## config.mk

```make
export PLATFORM = sky130hd
export DESIGN_NAME = decode_issue_stage_flat
export DESIGN_NICKNAME = d
export VERILOG_FILES = /design/src/rtl/decode_issue_stage_if.sv /design/src/rtl/decode_issue_stage.sv /design/src/flat_wrapper.sv
export SDC_FILE = /design/constraint.sdc
export NUM_CORES = 1
export LEC_CHECK = 0
export CORE_ASPECT_RATIO = 0.9
export CORE_UTILIZATION = 35
export CTS_CLUSTER_DIAMETER = 100
export DETAILED_ROUTE_END_ITERATION = 7
export GPL_ROUTABILITY_DRIVEN = 1
export PLACE_DENSITY = 0.66
export SLEW_MARGIN = 20
export SYNTH_ARGS = -nofsm -noshare
export SYNTH_HDL_FRONTEND = slang
export SYNTH_SLANG_ARGS = --single-unit
```

## constraint.sdc

```tcl
create_clock -name clk -period 6.3 [get_ports clk]
set_input_delay 1.26 -clock clk [delete_from_list [all_inputs] [get_ports clk]]
set_output_delay 1.26 -clock clk [all_outputs]
set_load 0.02 [all_outputs]
```

## src/rtl/decode_issue_stage_if.sv

```systemverilog
// Signal bundle around the decode/issue stage: IF/ID handshake, ID/EX register,
// WB busy-clear and ROB commit/flush feedback.
interface decode_issue_stage_if #(
    parameter int XLEN      = 32,
    parameter int REG_W     = 5,
    parameter int PAYLOAD_W = 16,
    parameter int ROB_IDX_W = 4
);
    logic                 in_valid;
    logic                 out_ready;
    logic [XLEN-1:0]      in_PC;
    logic [REG_W-1:0]     in_rs1;
    logic [REG_W-1:0]     in_rs2;
    logic [REG_W-1:0]     in_rd;
    logic                 in_uses_rs1;
    logic                 in_uses_rs2;
    logic                 in_writes_rd;
    logic                 in_long_latency;
    logic                 in_needs_rob;
    logic [PAYLOAD_W-1:0] in_payload;

    logic                 out_valid;
    logic                 in_ex_ready;
    logic [XLEN-1:0]      out_PC;
    logic [REG_W-1:0]     out_rd;
    logic [REG_W-1:0]     out_rs1;
    logic [REG_W-1:0]     out_rs2;
    logic [PAYLOAD_W-1:0] out_payload;
    logic                 out_allocate;
    logic [ROB_IDX_W-1:0] out_rob_idx;

    logic                 in_write_enable;
    logic [REG_W-1:0]     in_write_reg;
    logic                 in_commit;
    logic                 in_flush;
    logic                 out_rob_full;

    modport slave (
        input  in_valid, in_PC, in_rs1, in_rs2, in_rd, in_uses_rs1, in_uses_rs2,
               in_writes_rd, in_long_latency, in_needs_rob, in_payload, in_ex_ready,
               in_write_enable, in_write_reg, in_commit, in_flush,
        output out_ready, out_valid, out_PC, out_rd, out_rs1, out_rs2, out_payload,
               out_allocate, out_rob_idx, out_rob_full
    );

    modport master (
        output in_valid, in_PC, in_rs1, in_rs2, in_rd, in_uses_rs1, in_uses_rs2,
               in_writes_rd, in_long_latency, in_needs_rob, in_payload, in_ex_ready,
               in_write_enable, in_write_reg, in_commit, in_flush,
        input  out_ready, out_valid, out_PC, out_rd, out_rs1, out_rs2, out_payload,
               out_allocate, out_rob_idx, out_rob_full
    );
endinterface

```

## src/rtl/decode_issue_stage.sv

```systemverilog
// Decode/issue stage: busy-register scoreboard, ROB tail allocation and the
// ID/EX pipeline register behind a valid/ready handshake on both sides.
module decode_issue_stage #(
    parameter int XLEN      = 32,
    parameter int NREGS     = 32,
    parameter int ROB_DEPTH = 16,
    parameter int ROB_IDX_W = $clog2(ROB_DEPTH),
    parameter int PAYLOAD_W = 16,
    parameter int REG_W     = $clog2(NREGS)
) (
    input  logic                 clk,
    input  logic                 reset,
    decode_issue_stage_if.slave  bus
);
    localparam int                CNT_W       = ROB_IDX_W + 1;
    localparam logic [CNT_W-1:0]  ROB_DEPTH_C = CNT_W'(ROB_DEPTH);
    localparam logic [REG_W-1:0]  REG_ZERO    = {REG_W{1'b0}};

    logic [NREGS-1:0]     busy_r;
    logic [NREGS-1:0]     busy_nxt_s;
    logic [ROB_IDX_W-1:0] rob_tail_r;
    logic [ROB_IDX_W-1:0] rob_tail_nxt_s;
    logic [CNT_W-1:0]     rob_count_r;
    logic [CNT_W-1:0]     rob_count_nxt_s;
    logic                 rob_full_r;

    logic                 hazard_s;
    logic                 rob_block_s;
    logic                 slot_free_s;
    logic                 ready_s;
    logic                 fire_s;
    logic                 alloc_s;
    logic                 retire_s;
    logic                 set_busy_s;
    logic                 clr_busy_s;

    logic                 valid_r;
    logic                 allocate_r;
    logic [ROB_IDX_W-1:0] rob_idx_r;
    logic [XLEN-1:0]      pc_r;
    logic [REG_W-1:0]     rd_r;
    logic [REG_W-1:0]     rs1_r;
    logic [REG_W-1:0]     rs2_r;
    logic [PAYLOAD_W-1:0] payload_r;

    // Issue decision: only the registered busy bits are consulted, no WB bypass.
    always_comb begin
        hazard_s    = (bus.in_uses_rs1  & busy_r[bus.in_rs1]) |
                      (bus.in_uses_rs2  & busy_r[bus.in_rs2]) |
                      (bus.in_writes_rd & busy_r[bus.in_rd]);
        rob_block_s = bus.in_needs_rob & rob_full_r;
        slot_free_s = ~valid_r | bus.in_ex_ready;
        ready_s     = ~hazard_s & ~rob_block_s & slot_free_s & ~bus.in_flush;
        fire_s      = bus.in_valid & ready_s;
        alloc_s     = fire_s & bus.in_needs_rob;
        retire_s    = bus.in_commit & (rob_count_r != {CNT_W{1'b0}});
        set_busy_s  = fire_s & bus.in_writes_rd & bus.in_long_latency & (bus.in_rd != REG_ZERO);
        clr_busy_s  = bus.in_write_enable & (bus.in_write_reg != REG_ZERO);
    end

    // Next scoreboard and ROB bookkeeping; flush wins over everything, a new set wins over a WB clear.
    always_comb begin
        busy_nxt_s      = busy_r;
        rob_tail_nxt_s  = rob_tail_r;
        rob_count_nxt_s = rob_count_r;
        if (bus.in_flush) begin
            busy_nxt_s      = {NREGS{1'b0}};
            rob_count_nxt_s = {CNT_W{1'b0}};
        end else begin
            if (clr_busy_s) begin
                busy_nxt_s[bus.in_write_reg] = 1'b0;
            end else begin
                busy_nxt_s = busy_nxt_s;
            end
            if (set_busy_s) begin
                busy_nxt_s[bus.in_rd] = 1'b1;
            end else begin
                busy_nxt_s = busy_nxt_s;
            end
            if (alloc_s) begin
                rob_tail_nxt_s = rob_tail_r + ROB_IDX_W'(1);
            end else begin
                rob_tail_nxt_s = rob_tail_r;
            end
            case ({alloc_s, retire_s})
                2'b10:   rob_count_nxt_s = rob_count_r + CNT_W'(1);
                2'b01:   rob_count_nxt_s = rob_count_r - CNT_W'(1);
                default: rob_count_nxt_s = rob_count_r;
            endcase
        end
        busy_nxt_s[0] = 1'b0;
    end

    // Scoreboard, ROB pointer/count and registered full flag.
    always_ff @(posedge clk) begin
        if (reset) begin
            busy_r      <= {NREGS{1'b0}};
            rob_tail_r  <= {ROB_IDX_W{1'b0}};
            rob_count_r <= {CNT_W{1'b0}};
            rob_full_r  <= 1'b0;
        end else begin
            busy_r      <= busy_nxt_s;
            rob_tail_r  <= rob_tail_nxt_s;
            rob_count_r <= rob_count_nxt_s;
            rob_full_r  <= (rob_count_nxt_s == ROB_DEPTH_C);
        end
    end

    // ID/EX register: loads on fire, drains when EX takes it, otherwise holds.
    always_ff @(posedge clk) begin
        if (reset) begin
            valid_r    <= 1'b0;
            allocate_r <= 1'b0;
            rob_idx_r  <= {ROB_IDX_W{1'b0}};
            pc_r       <= {XLEN{1'b0}};
            rd_r       <= {REG_W{1'b0}};
            rs1_r      <= {REG_W{1'b0}};
            rs2_r      <= {REG_W{1'b0}};
            payload_r  <= {PAYLOAD_W{1'b0}};
        end else if (bus.in_flush) begin
            valid_r    <= 1'b0;
        end else if (fire_s) begin
            valid_r    <= 1'b1;
            allocate_r <= bus.in_needs_rob;
            rob_idx_r  <= bus.in_needs_rob ? rob_tail_r : {ROB_IDX_W{1'b0}};
            pc_r       <= bus.in_PC;
            rd_r       <= bus.in_rd;
            rs1_r      <= bus.in_rs1;
            rs2_r      <= bus.in_rs2;
            payload_r  <= bus.in_payload;
        end else if (bus.in_ex_ready) begin
            valid_r    <= 1'b0;
        end else begin
            valid_r    <= valid_r;
        end
    end

    assign bus.out_ready    = ready_s;
    assign bus.out_valid    = valid_r;
    assign bus.out_allocate = allocate_r;
    assign bus.out_rob_idx  = rob_idx_r;
    assign bus.out_PC       = pc_r;
    assign bus.out_rd       = rd_r;
    assign bus.out_rs1      = rs1_r;
    assign bus.out_rs2      = rs2_r;
    assign bus.out_payload  = payload_r;
    assign bus.out_rob_full = rob_full_r;
endmodule

```

## src/flat_wrapper.sv

```systemverilog
// flat-port wrapper written by rule: the top's interface ports become plain ports
module decode_issue_stage_flat 
#(
    parameter int XLEN      = 32,
    parameter int NREGS     = 32,
    parameter int ROB_DEPTH = 16,
    parameter int ROB_IDX_W = $clog2(ROB_DEPTH),
    parameter int PAYLOAD_W = 16,
    parameter int REG_W     = $clog2(NREGS)
)
  (clk, reset, bus_in_valid, bus_in_PC, bus_in_rs1, bus_in_rs2, bus_in_rd, bus_in_uses_rs1, bus_in_uses_rs2, bus_in_writes_rd, bus_in_long_latency, bus_in_needs_rob, bus_in_payload, bus_in_ex_ready, bus_in_write_enable, bus_in_write_reg, bus_in_commit, bus_in_flush, bus_out_ready, bus_out_valid, bus_out_PC, bus_out_rd, bus_out_rs1, bus_out_rs2, bus_out_payload, bus_out_allocate, bus_out_rob_idx, bus_out_rob_full);
  decode_issue_stage_if #(.XLEN(XLEN), .REG_W(REG_W), .PAYLOAD_W(PAYLOAD_W), .ROB_IDX_W(ROB_IDX_W)) bus_i ();
  input  logic clk;
  input  logic reset;
  input wire logic [$bits(bus_i.in_valid)-1:0] bus_in_valid;
  input wire logic [$bits(bus_i.in_PC)-1:0] bus_in_PC;
  input wire logic [$bits(bus_i.in_rs1)-1:0] bus_in_rs1;
  input wire logic [$bits(bus_i.in_rs2)-1:0] bus_in_rs2;
  input wire logic [$bits(bus_i.in_rd)-1:0] bus_in_rd;
  input wire logic [$bits(bus_i.in_uses_rs1)-1:0] bus_in_uses_rs1;
  input wire logic [$bits(bus_i.in_uses_rs2)-1:0] bus_in_uses_rs2;
  input wire logic [$bits(bus_i.in_writes_rd)-1:0] bus_in_writes_rd;
  input wire logic [$bits(bus_i.in_long_latency)-1:0] bus_in_long_latency;
  input wire logic [$bits(bus_i.in_needs_rob)-1:0] bus_in_needs_rob;
  input wire logic [$bits(bus_i.in_payload)-1:0] bus_in_payload;
  input wire logic [$bits(bus_i.in_ex_ready)-1:0] bus_in_ex_ready;
  input wire logic [$bits(bus_i.in_write_enable)-1:0] bus_in_write_enable;
  input wire logic [$bits(bus_i.in_write_reg)-1:0] bus_in_write_reg;
  input wire logic [$bits(bus_i.in_commit)-1:0] bus_in_commit;
  input wire logic [$bits(bus_i.in_flush)-1:0] bus_in_flush;
  output wire logic [$bits(bus_i.out_ready)-1:0] bus_out_ready;
  output wire logic [$bits(bus_i.out_valid)-1:0] bus_out_valid;
  output wire logic [$bits(bus_i.out_PC)-1:0] bus_out_PC;
  output wire logic [$bits(bus_i.out_rd)-1:0] bus_out_rd;
  output wire logic [$bits(bus_i.out_rs1)-1:0] bus_out_rs1;
  output wire logic [$bits(bus_i.out_rs2)-1:0] bus_out_rs2;
  output wire logic [$bits(bus_i.out_payload)-1:0] bus_out_payload;
  output wire logic [$bits(bus_i.out_allocate)-1:0] bus_out_allocate;
  output wire logic [$bits(bus_i.out_rob_idx)-1:0] bus_out_rob_idx;
  output wire logic [$bits(bus_i.out_rob_full)-1:0] bus_out_rob_full;
  assign bus_i.in_valid = bus_in_valid;
  assign bus_i.in_PC = bus_in_PC;
  assign bus_i.in_rs1 = bus_in_rs1;
  assign bus_i.in_rs2 = bus_in_rs2;
  assign bus_i.in_rd = bus_in_rd;
  assign bus_i.in_uses_rs1 = bus_in_uses_rs1;
  assign bus_i.in_uses_rs2 = bus_in_uses_rs2;
  assign bus_i.in_writes_rd = bus_in_writes_rd;
  assign bus_i.in_long_latency = bus_in_long_latency;
  assign bus_i.in_needs_rob = bus_in_needs_rob;
  assign bus_i.in_payload = bus_in_payload;
  assign bus_i.in_ex_ready = bus_in_ex_ready;
  assign bus_i.in_write_enable = bus_in_write_enable;
  assign bus_i.in_write_reg = bus_in_write_reg;
  assign bus_i.in_commit = bus_in_commit;
  assign bus_i.in_flush = bus_in_flush;
  assign bus_out_ready = bus_i.out_ready;
  assign bus_out_valid = bus_i.out_valid;
  assign bus_out_PC = bus_i.out_PC;
  assign bus_out_rd = bus_i.out_rd;
  assign bus_out_rs1 = bus_i.out_rs1;
  assign bus_out_rs2 = bus_i.out_rs2;
  assign bus_out_payload = bus_i.out_payload;
  assign bus_out_allocate = bus_i.out_allocate;
  assign bus_out_rob_idx = bus_i.out_rob_idx;
  assign bus_out_rob_full = bus_i.out_rob_full;
  decode_issue_stage #(.XLEN(XLEN), .NREGS(NREGS), .ROB_DEPTH(ROB_DEPTH), .ROB_IDX_W(ROB_IDX_W), .PAYLOAD_W(PAYLOAD_W), .REG_W(REG_W)) u_core (.clk(clk), .reset(reset), .bus(bus_i));
endmodule
```

==> out/metrics.cfg <==
[setup_path]
start_kind=primary input
cp.required_ns=5.04
worstPathCellList=clkdlybuf4s50_1 -> mux4_2 -> mux4_2 -> nor2_1 -> a311oi_1 -> nand2b_1 -> nor3_1 -> clkdlybuf4s50_1
path_max_fanout=10
cpLargestDelayFamily=buffers and inverters
cp_num_buf_inv=2
path_class=in2out
critical-path-max-stage-delay_ns=0.81
cp-end-kind=output port
r2r_slack_ns=2.58
cp_slowest_cell=clkdlybuf4s50_1
arrival_ns=4.27

[sta]
post-route-min-period_ns=5.53
worst_pin_slew_ns=0.869
finalCritPeriodShare=0.878
maxSlewHeadroom=0.420
skew_ns=0.00439
setup_viol=0
rsz0062_at_grt=false
hold_viol=0
drv_slew=0
fin_setup_tns_ns=0
max_freq_mhz=181

[detailed_routing]
antenna_left=0
drtPass1Iterations=4
totalWireLength_mm=14.7
wire_per_inst_um=16.9
drcViolationCount=0
routed_via_density=5.30
drt-initial-drc-count=448
vias=4602

[cts]
cts_made_buffers=9
clock_latency_ns=0.35
h-tree-depth=3
cts_resized=0
postCtsSetupBuffers=0
clk_path_buf_depth=2
cts-root-buf=clkbuf_16
clkTransAtPathRegs_ns=0.07
clock_sinks=110
holdBufCountCts=0
tritoncts=done

[global_route]
grt_pass1_wl_mm=23.4
antenna_found_initial=0
gr-total-overflow=0
grt_max_degree=77
grt_usage=0.197
grt_pass1_vias=4394

[die]
row_count=41
dieArea_um2=15300
start_util=0.364
boundaryPins=151
die_h_um=118
core_area_um2=14300
die_w_um=130

[status]
status=completed

[synthesis]
synth.distinct_cells=55
avgSynthCellArea_um2=9.73
synth-seq-area-share=0.424
async_flop_share=0
netlist_instances=534
ys_warn_count=0
ys.flop_type=dfxtp_1
synth_edf_count=0
ys_ff_latch=110
synth_nets=620
syn_area_um2=5190

[place]
io_buffers=150
globalplace.congestion=0.964
hpwl_mm=11.1
placed_area_um2=6860

[min_path]
hold_class=reg2reg

[cells_and_area]
final_util=0.502
fin_area_um2=7160
syn2layout_area_growth_pct=37.8
diodes=0
fillers=1330
layout-drive-gt1-share=0.0830
final_nets=757

[power_and_ir_drop]
irDropWorstVdd_v=0.000133
leakage_nw=2.89
powerDensity_nw_per_um2=218

[flow_run]
max_cap_violations=0

## layout by cell type, fill, tap and decap left out, drive strengths merged, types with 10 or more instances in the layout
master and n:
nand2 19, nand3 11, nor2 81, clkdlybuf4s50 149, mux4 17, o211ai 29
dfxtp 110, buf 10, nand2b 10, mux2i 73, a21oi 16, o21ai 35
clkbuf 10, inv 16
## cell usage after synthesis, drive strengths merged (6+ instances only)
cell / n / area, um2
a21oi: 16 / 80.1
buf: 11 / 56.3
clkbuf: 22 / 83.8
dfxtp: 110 / 2200
inv: 14 / 52.6
mux2i: 73 / 731
mux4: 17 / 383
nand2: 19 / 71.3
nand2b: 10 / 62.6
nand3: 11 / 55.1
nand3b: 8 / 60.1
nor2: 81 / 304
nor3: 7 / 35.0
o211ai: 29 / 218
o21ai: 35 / 175
or2: 6 / 37.5
or3: 6 / 37.5
## final cells by class
class	count	area, um2	share of cell area
clock buffer	10	229	0.0320
clock inverter	5	68.8	0.00962
inverter	14	52.6	0.00734
multi-input combinational	377	2800	0.391
sequential	110	2200	0.308
tap	193	241	0.0337
timing repair buffer	159	1560	0.219
## path summary, 6_finish.rpt
check,from,end,cells after the start
min,u_core.bus.out_rob_idx[1],u_core.bus.out_rob_idx[1],2
min reg2reg,u_core.bus.out_rob_idx[1],u_core.bus.out_rob_idx[1],2
max reg2reg,u_core.busy_r[22],u_core.bus.out_rob_full,15
max,bus_in_rs1[1],bus_out_ready,8
## sequential cells by signal, summed over array words and instances, names as in the netlist, 5 cells and up
| register | count |
|---|---|
| u_core.bus.out_PC | 32 |
| u_core.busy_r | 31 |
| u_core.bus.out_payload | 16 |
| u_core.bus.out_rd | 5 |
| u_core.bus.out_rs1 | 5 |
| u_core.bus.out_rs2 | 5 |
| u_core.rob_count_r | 5 |
## worst reg2reg max path, stage by stage (launching register included)
cell	delay, ns
dfxtp_1	0.38
mux4_2	0.49
mux4_2	0.45
nor2_1	0.10
a311oi_1	0.06
nand4b_4	0.20
or2_2	0.33
ha_1	0.25
ha_1	0.29
a21o_1	0.18
a21oi_1	0.16
xor2_1	0.16
nor2_1	0.05
a21oi_1	0.18
nor2_1	0.06
nor4b_1	0.28
## power by group
part           switching (mW)  total, mW  internal (mW)
combinational           0.121      0.246          0.125
sequential             0.0116      0.728          0.717
clock                   0.271      0.585          0.313
## cells by family (layout without fill, tap and decap cells)
family | after synthesis | in the layout | share of synthesized area
xor+xnor | 5 | 5 | 0.00843
simple gates | 169 | 169 | 0.162
flops | 110 | 110 | 0.424
buf+inv | 47 | 188 | 0.0371
mux | 95 | 95 | 0.225
fa+ha+maj | 6 | 6 | 0.0159
compound gates | 102 | 102 | 0.127
## routing by layer
metal  wire length, um  global-route usage  vias up
li1                  -                   -     2211
met1              6660               0.275     2217
met2              6630               0.294      161
met3              1230              0.0482       13
met4               189              0.0718        0
met5                 0                   0        -
## per-stage QoR
step / power (mW) / hold slack (ns) / setup slack [ns] / std cells
finish: 1.56 / 0.454 / 0.771 / 868
global route: 1.63 / 0.481 / 0.568 / 868
CTS: 1.58 / 0.455 / 0.765 / 868
detailed placement: 0.992 / 0.445 / 0.781 / 853
global placement: 0.988 / 0.446 / 0.736 / 853
floorplan: 0.869 / 0.452 / 1.52 / 534
Power figures use the tool's default switching activity.
